===== config.mk =====
export PLATFORM = sky130hd
export DESIGN_NAME = rx_bitproc
export DESIGN_NICKNAME = d
export VERILOG_FILES = /design/src/rtl/rx_bitproc.sv
export SDC_FILE = /design/constraint.sdc
export NUM_CORES = 1
export LEC_CHECK = 0
export ABC_AREA = 1
export BUFFER_PORTS_ARGS = -buffer_cell sky130_fd_sc_hd__buf_2
export CAP_MARGIN = 25
export CORE_ASPECT_RATIO = 0.6
export CORE_MARGIN = 10
export CORE_UTILIZATION = 40
export CTS_CLUSTER_SIZE = 20
export DETAILED_ROUTE_END_ITERATION = 8
export PLACE_DENSITY_LB_ADDON = 0.15
export SETUP_SLACK_MARGIN = 0.5
export SKIP_CTS_REPAIR_TIMING = 1
export SLEW_MARGIN = 10
export SYNTH_ARGS = -nofsm -noshare
export SYNTH_HDL_FRONTEND = slang
export SYNTH_SLANG_ARGS = --single-unit

===== constraint.sdc =====
create_clock -name clk -period 2.1 [get_ports clk]
set_input_delay 0.315 -clock clk [delete_from_list [all_inputs] [get_ports clk]]
set_output_delay 0.315 -clock clk [all_outputs]
set_load 0.02 [all_outputs]

===== src/rtl/rx_bitproc.sv =====
// rx_bitproc: receive bit processor for a differential bit-serial bus.
// Decodes line states, NRZI-decodes J/K samples, hunts for SYNC, removes
// stuff bits, assembles bytes LSB first, and checks the EOP sequence.
// Optional feature macro: UTMI_RX_BABBLE_EN enables the per-packet byte
// limit MAX_PKT; without it packets of any length are accepted.
//
// state | meaning
// IDLE  | waiting for the first K with rx_en high
// SYNC  | shifting decoded bits, looking for SYNC_PAT within 16 bits
// DATA  | unstuffing and assembling bytes
// EOP   | one SE0 seen, expecting a second SE0 then J
// ERR   | rxerror raised, waiting for SE0 followed by J
module rx_bitproc #(
    parameter int         MAX_PKT  = 1027,
    parameter logic [7:0] SYNC_PAT = 8'h80
) (
    input  logic       clk,
    input  logic       rst,
    input  logic       dp,
    input  logic       dm,
    input  logic       rx_en,
    output logic [7:0] rxdata,
    output logic       rxvalid,
    output logic       rxactive,
    output logic       rxerror,
    output logic [1:0] linestate
);

    typedef enum logic [2:0] {IDLE, SYNC, DATA, EOP, ERR} state_t;

    state_t     state, state_nxt;
    logic       prev_lvl, prev_nxt;
    logic [6:0] sync_win, sync_win_nxt;
    logic [3:0] sync_left, sync_left_nxt;
    logic [2:0] ones_left, ones_left_nxt;
    logic [2:0] bits_left, bits_left_nxt;
    logic [6:0] shreg, shreg_nxt;
    logic       se0_seen, se0_seen_nxt;
    logic [7:0] rxdata_nxt;
    logic       rxvalid_nxt, rxactive_nxt, rxerror_nxt;
    logic       line_j, line_k, se0, se1, bit_dec;
    logic [7:0] win_shift, byte_shift;

`ifdef UTMI_RX_BABBLE_EN
    localparam int BW = (MAX_PKT < 1) ? 1 : $clog2(MAX_PKT + 1);
    logic [BW-1:0] bytes_left, bytes_left_nxt;
`else
    logic unused_max_pkt;
    assign unused_max_pkt = ^MAX_PKT;
`endif

    assign linestate  = {dm, dp};
    assign line_j     = dp & ~dm;
    assign line_k     = ~dp & dm;
    assign se0        = ~dp & ~dm;
    assign se1        = dp & dm;
    // prev_lvl holds dp of the last J/K level, so equality means "no transition"
    assign bit_dec    = (dp == prev_lvl);
    assign win_shift  = {bit_dec, sync_win};
    assign byte_shift = {bit_dec, shreg};

    // State register
    always_ff @(posedge clk or negedge rst) begin
        if (!rst) state <= IDLE;
        else      state <= state_nxt;
    end

    // Next-state, datapath updates and registered output values
    always_comb begin
        state_nxt     = state;
        prev_nxt      = prev_lvl;
        sync_win_nxt  = sync_win;
        sync_left_nxt = sync_left;
        ones_left_nxt = ones_left;
        bits_left_nxt = bits_left;
        shreg_nxt     = shreg;
        se0_seen_nxt  = se0_seen;
        rxdata_nxt    = rxdata;
        rxvalid_nxt   = 1'b0;
        rxactive_nxt  = rxactive;
        rxerror_nxt   = rxerror;
`ifdef UTMI_RX_BABBLE_EN
        bytes_left_nxt = bytes_left;
`endif
        if (!rx_en) begin
            state_nxt    = IDLE;
            rxactive_nxt = 1'b0;
            rxerror_nxt  = 1'b0;
        end else begin
            case (state)
                IDLE: begin
                    if (line_k) begin
                        state_nxt     = SYNC;
                        prev_nxt      = 1'b0;
                        sync_win_nxt  = win_shift[7:1];
                        sync_left_nxt = 4'd15;
                    end
                end
                SYNC: begin
                    if (se0 || se1) begin
                        state_nxt = IDLE;
                    end else begin
                        prev_nxt     = dp;
                        sync_win_nxt = win_shift[7:1];
                        if (win_shift == SYNC_PAT) begin
                            state_nxt    = DATA;
                            rxactive_nxt = 1'b1;
                        end else if (sync_left == 4'd1) begin
                            state_nxt = IDLE;
                        end else begin
                            sync_left_nxt = sync_left - 4'd1;
                        end
                    end
                end
                DATA: begin
                    if (se0) begin
                        state_nxt    = EOP;
                        se0_seen_nxt = 1'b0;
                    end else if (se1) begin
                        state_nxt   = ERR;
                        rxerror_nxt = 1'b1;
                    end else begin
                        prev_nxt = dp;
                        if (ones_left == 3'd0) begin
                            // bit after six 1s: a 0 is stuffing, a 1 is illegal
                            if (bit_dec) begin
                                state_nxt   = ERR;
                                rxerror_nxt = 1'b1;
                            end else begin
                                ones_left_nxt = 3'd6;
                            end
                        end
`ifdef UTMI_RX_BABBLE_EN
                        else if (bytes_left == '0) begin
                            state_nxt   = ERR;
                            rxerror_nxt = 1'b1;
                        end
`endif
                        else begin
                            ones_left_nxt = bit_dec ? ones_left - 3'd1 : 3'd6;
                            shreg_nxt     = byte_shift[7:1];
                            if (bits_left == 3'd0) begin
                                bits_left_nxt = 3'd7;
                                rxdata_nxt    = byte_shift;
                                rxvalid_nxt   = 1'b1;
`ifdef UTMI_RX_BABBLE_EN
                                bytes_left_nxt = bytes_left - 1'b1;
`endif
                            end else begin
                                bits_left_nxt = bits_left - 3'd1;
                            end
                        end
                    end
                end
                EOP: begin
                    if (!se0_seen) begin
                        if (se0) begin
                            se0_seen_nxt = 1'b1;
                        end else begin
                            state_nxt   = ERR;
                            rxerror_nxt = 1'b1;
                        end
                    end else if (line_j) begin
                        state_nxt    = IDLE;
                        rxactive_nxt = 1'b0;
                    end else if (!se0) begin
                        state_nxt    = ERR;
                        rxerror_nxt  = 1'b1;
                        se0_seen_nxt = 1'b0;
                    end
                end
                ERR: begin
                    if (se0) begin
                        se0_seen_nxt = 1'b1;
                    end else if (line_j && se0_seen) begin
                        state_nxt    = IDLE;
                        rxactive_nxt = 1'b0;
                        rxerror_nxt  = 1'b0;
                    end else begin
                        se0_seen_nxt = 1'b0;
                    end
                end
                default: state_nxt = IDLE;
            endcase
        end
        // every path into IDLE restarts the decoder from a J reference
        if (state_nxt == IDLE) begin
            prev_nxt      = 1'b1;
            sync_win_nxt  = 7'h7F;
            sync_left_nxt = 4'd0;
            ones_left_nxt = 3'd6;
            bits_left_nxt = 3'd7;
            se0_seen_nxt  = 1'b0;
`ifdef UTMI_RX_BABBLE_EN
            bytes_left_nxt = BW'(MAX_PKT);
`endif
        end
    end

    // Datapath and output registers
    always_ff @(posedge clk or negedge rst) begin
        if (!rst) begin
            prev_lvl  <= 1'b1;
            sync_win  <= 7'h7F;
            sync_left <= 4'd0;
            ones_left <= 3'd6;
            bits_left <= 3'd7;
            shreg     <= 7'h00;
            se0_seen  <= 1'b0;
            rxdata    <= 8'h00;
            rxvalid   <= 1'b0;
            rxactive  <= 1'b0;
            rxerror   <= 1'b0;
`ifdef UTMI_RX_BABBLE_EN
            bytes_left <= BW'(MAX_PKT);
`endif
        end else begin
            prev_lvl  <= prev_nxt;
            sync_win  <= sync_win_nxt;
            sync_left <= sync_left_nxt;
            ones_left <= ones_left_nxt;
            bits_left <= bits_left_nxt;
            shreg     <= shreg_nxt;
            se0_seen  <= se0_seen_nxt;
            rxdata    <= rxdata_nxt;
            rxvalid   <= rxvalid_nxt;
            rxactive  <= rxactive_nxt;
            rxerror   <= rxerror_nxt;
`ifdef UTMI_RX_BABBLE_EN
            bytes_left <= bytes_left_nxt;
`endif
        end
    end

endmodule


# == Yosys cells after proc, flatten, opt, wreduce, memory -nomap -nowiden ==
# Index checks and enable logic that the tools add are counted.
# totals
output_inout_bits,13
input_bits,5
wordCells,157
regBits,40
# classes
eq_ne,31
n_reduce_logical,21
n_bitwise,9
n_mux,81
n_addsub,3
# op_table
cell,count
$mux W3,29
$ne A3 B3 Y1 const B,14
$mux W1,35
$mux W7,4
$mux W4,6
$reduce_and A6 Y1,3
$ne A4 B4 Y1 const B,4
$pmux W3 S5,1
$reduce_and A5 Y1,3
$pmux W7 S2,1
$reduce_and A7 Y1,2
$logic_not A3 Y1,4
$pmux W1 S3,4
$eq A8 B8 Y1 const B,1
$ne A4 B1 Y1 const B,2
$pmux W4 S2,1
$reduce_and A4 Y1,2
$reduce_bool A4 Y1,2
$eq A3 B2 Y1 const B,2
$ne A2 B1 Y1 const B,3
$sub A3 B1 Y3 const B,2
$not A1 Y1,5
$and A1 B1 Y1,4
$eq A4 B1 Y1 const B,1
other kinds (9),10

# == Logic depth before layout (Yosys ltp) ==
# depth
ltp_word,10
mapped_depth,13
ltp_nobuf,13

# == Least setup slack after synthesis ==
# No wires, ideal clock.
# synth_path
kind,in2reg
start,input port dp
end,register rxdata[5]
slack_ps,494
setup_time_ps,117
required_ps,1983
t_arrival_ps,1489
cell_stages,11
path_buffers,1
path_cell_list,inv_2 ha_1 nor2_1 inv_1 nor2_4 nand2_4 nor2_8 nand3_4 buf_6 nand2_2 o21ai_2
# synth_between
elab_chain_len,4
word_cells_on_any_way,6
classes_between,bitwise: 5; reduce/logical: 1
# synth_rtl
item,line,source
start: declaration,19,"input logic dp,"
$not A1 Y1,55,assign se0 = ~dp & ~dm;
$and A1 B1 Y1,55,
$not A1 Y1 (no line),n/a,
$reduce_and A6 Y1 (no line) *,n/a,
end signal: assignment,225,rxdata <= rxdata_nxt;
end: declaration,22,"output logic [7:0] rxdata,"
# Mark *: on every way between the ends. The rest lies on a longest branch, timed or not.
# A chain may end at the register's enable or synchronous reset.

# == Final worst setup path ==
# layout_path
start,register ones_left[1]
end,register ones_left[1]
# layout_between
elab_chain_len,9
word_cells_on_any_way,21
classes_between,add/sub: 1; eq/ne: 3; mux: 12; reduce/logical: 5
# layout_rtl
item,line,source
start: declaration,35,"logic [2:0] ones_left, ones_left_nxt;"
start signal: assignment,221,ones_left <= ones_left_nxt;
$logic_not A3 Y1,124,if (ones_left == 3'd0) begin
$mux W3,124,
$mux W3,119,end else if (se1) begin
$mux W3,116,if (se0) begin
$pmux W3 S5,90,case (state)
$mux W3,85,if (!rx_en) begin
$logic_not A3 Y1,187,if (state_nxt == IDLE) begin
"$ne A3 B2 Y1 (no line), or another cell as far along",n/a,
$reduce_and A5 Y1 (no line),n/a,
# Several ways; a longest one is shown, not always the timed one. The select of a mux whose other input is x is not followed.

==> metrics.txt <==
CTS H-Tree Depth=2; site row count=21; CTS Buf Count=5; commonest non-fill, non-tap cell in the layout=nand2_1; Fin. Hold Viols=0; number of antenna cells inserted=0; setup violators final=0; crit end category=register; status=finished clean; P_leak=0.001674 uW; Routed WL=roughly 5600 microns; Post-Syn Nets=316; DRT iter0 DRCs=99; Slew headroom=0.6732; GRT overflow=0; Area Overhead vs Synth=26.47%; Max Cap Viol=0; clk buf depth=2; most frequent cells in the layout=50 x nand2_1, 42 x inv_1, 32 x nand2_2; RSZ-0062 raised after global routing=true; #FFs+latches synth=40; first drt pass iteration count=4; Final ANT Viol Nets=0; critical setup path kind=reg -> reg; fmax=586.4 MHz; io pins=18; design area=3037 sq um; Clock Skew=11.64 ps; fill cell count=550; core area=roughly 5700 sq um; period utilisation layout=0.8121; Vert. Die Dim=80.02 microns; class of the worst hold path=in -> reg; via/cell ratio=4.637; worst slew pin tran=490.2 ps; Detailed Place HPWL=about 3600 microns; DR WL/cell=between 10 and 15 microns; Mapped Area=2401 sq um; Die Width=120.0 microns; Die ar.=9603 sq um; post-placement cell area=2561 sq um; CTS Root Cell=clkbuf_8; final number of max-transition violations=0; CTS tree=done; setup tns final=0 ps; Peak VDD IR=0.2545 mV; Clock transition at path regs=80 ps; Placer Congestion=0.8487; Setup crit start kind=register; # clock sinks=40; Synth warnings=0; PD cells=533.6 nW/um^2; later-pin clock latency in the skew report=about 300 ps; Util after Layout=0.5326; GRT Util Overall=0.1061; Synth Area per Inst=7.977 sq um; distinct cell type count after synthesis=31; first-pass GRT wire length=roughly 8400 microns; routed vias=1952; layout cells sized above 1=0.4252; Crit Path Max Fanout=6; largest net degree at the start of global routing=23; initial cell density of the core=0.4211; nets=roughly 360; sequential fraction of the synthesis area=0.4237; vias in the first global route=~1700; Final Total Pwr=1620 uW; DRC Markers=0; I/O Buffers=17; Worst Path Required=2330 ps; initial antenna violation count=0; arrival time at the worst endpoint=1940 ps; minimum clock period=1705 ps; Mapped Cells=between 300 and 400
## final cells by class
| class | instances | area, sq um | area share |
|---|---|---|---|
| Clock buffer | 6 | 72.57 | 0.02390 |
| Clock inverter | 2 | 35.03 | 0.01154 |
| Inverter | 59 | 224.0 | 0.07375 |
| Multi-Input combinational cell | 197 | 1295 | 0.4265 |
| Sequential cell | 40 | 1020 | 0.3358 |
| Tap cell | 80 | 100.1 | 0.03296 |
| Timing Repair Buffer | 37 | 290.3 | 0.09559 |
## metal layers
layer / routed length, microns / track usage
met4: 24 / 0.02158
met2: 2331 / 0.1433
met3: 272 / 0.03602
met1: 2945 / 0.1564
met5: 0 / 0
## final timing paths
check	start	end	slack (ps)	cells after the start
worst max-delay path	ones_left[1]$_DFFE_PN1P_	ones_left[1]$_DFFE_PN1P_	390	12
worst min register to register	shreg[5]$_DFFE_PN0P_	shreg[4]$_DFFE_PN0P_	480	2
min in group asynchronous	rst	se0_seen$_DFFE_PN0P_	520	2
max in group asynchronous	rst	ones_left[1]$_DFFE_PN1P_	1020	3
worst max register to register	ones_left[1]$_DFFE_PN1P_	ones_left[1]$_DFFE_PN1P_	390	12
worst min-delay path	rx_en	rxactive$_DFFE_PN0P_	360	3
## synthesized netlist by cell type (all sizes together)
master	n	share of area
a22oi	1	0.0031
a31oi	2	0.0052
nor3	1	0.0021
nand4	1	0.0026
dfrtp	27	0.28
dfstp	13	0.14
nand2	92	0.17
xor2	2	0.0073
nand3	19	0.059
a21oi	7	0.015
o311ai	1	0.0036
clkinv	1	0.0016
ha	10	0.052
o21ai	30	0.073
buf	7	0.028
nor2	29	0.061
inv	58	0.092
## stage by stage
| stage | worst slack [ps] | hold slack (ps) | std cells |
|---|---|---|---|
| final | 394.6 | 364.3 | 421 |
| after global routing | 339.0 | 375.0 | 421 |
| after CTS | 181.7 | -6.488 | 403 |
| after detailed placement | 106.8 | 310.6 | 395 |
| after global placement | 202.4 | 306.7 | 395 |
| after floorplan | 508.7 | 19.41 | 301 |
## critical path, stage by stage, from the launching register on
cell and delay, ps:
dfstp_2 540, inv_2 50, ha_4 150, inv_2 60, nor2_4 40, nand2_4 80, nand3_2 80, nand2_2 80
nand2_2 70, nand2_4 110, nand3_4 160, buf_12 190, nand2_4 40
## power breakdown
part / switching [uW] / leakage (uW) / total, uW / internal (uW)
logic: 129 / 0.00114 / 198 / 68.6
clock network: 273 / 0.0000552 / 626 / 353
registers: 10.5 / 0.000479 / 796 / 786
total: 413 / 0.00167 / 1620 / 1210
## flip-flops by register name, indices dropped and copies added, names as in the netlist
name / count
bits_left: 3
rxactive: 1
prev_lvl: 1
state: 3
rxvalid: 1
rxerror: 1
sync_left: 4
se0_seen: 1
shreg: 7
rxdata: 8
ones_left: 3
sync_win: 7
## kinds of logic (layout without fill, tap and decap cells)
logic type      Yosys count  after routing  share of synthesized area
flops                    40             40                     0.4237
xor+xnor                  2              2                   0.007297
compound gates           41             41                     0.1001
fa+ha+maj                10             10                    0.05211
buf+inv                  66            104                     0.1214
simple gates            142            144                     0.2955
Power figures use the tool's default switching activity.
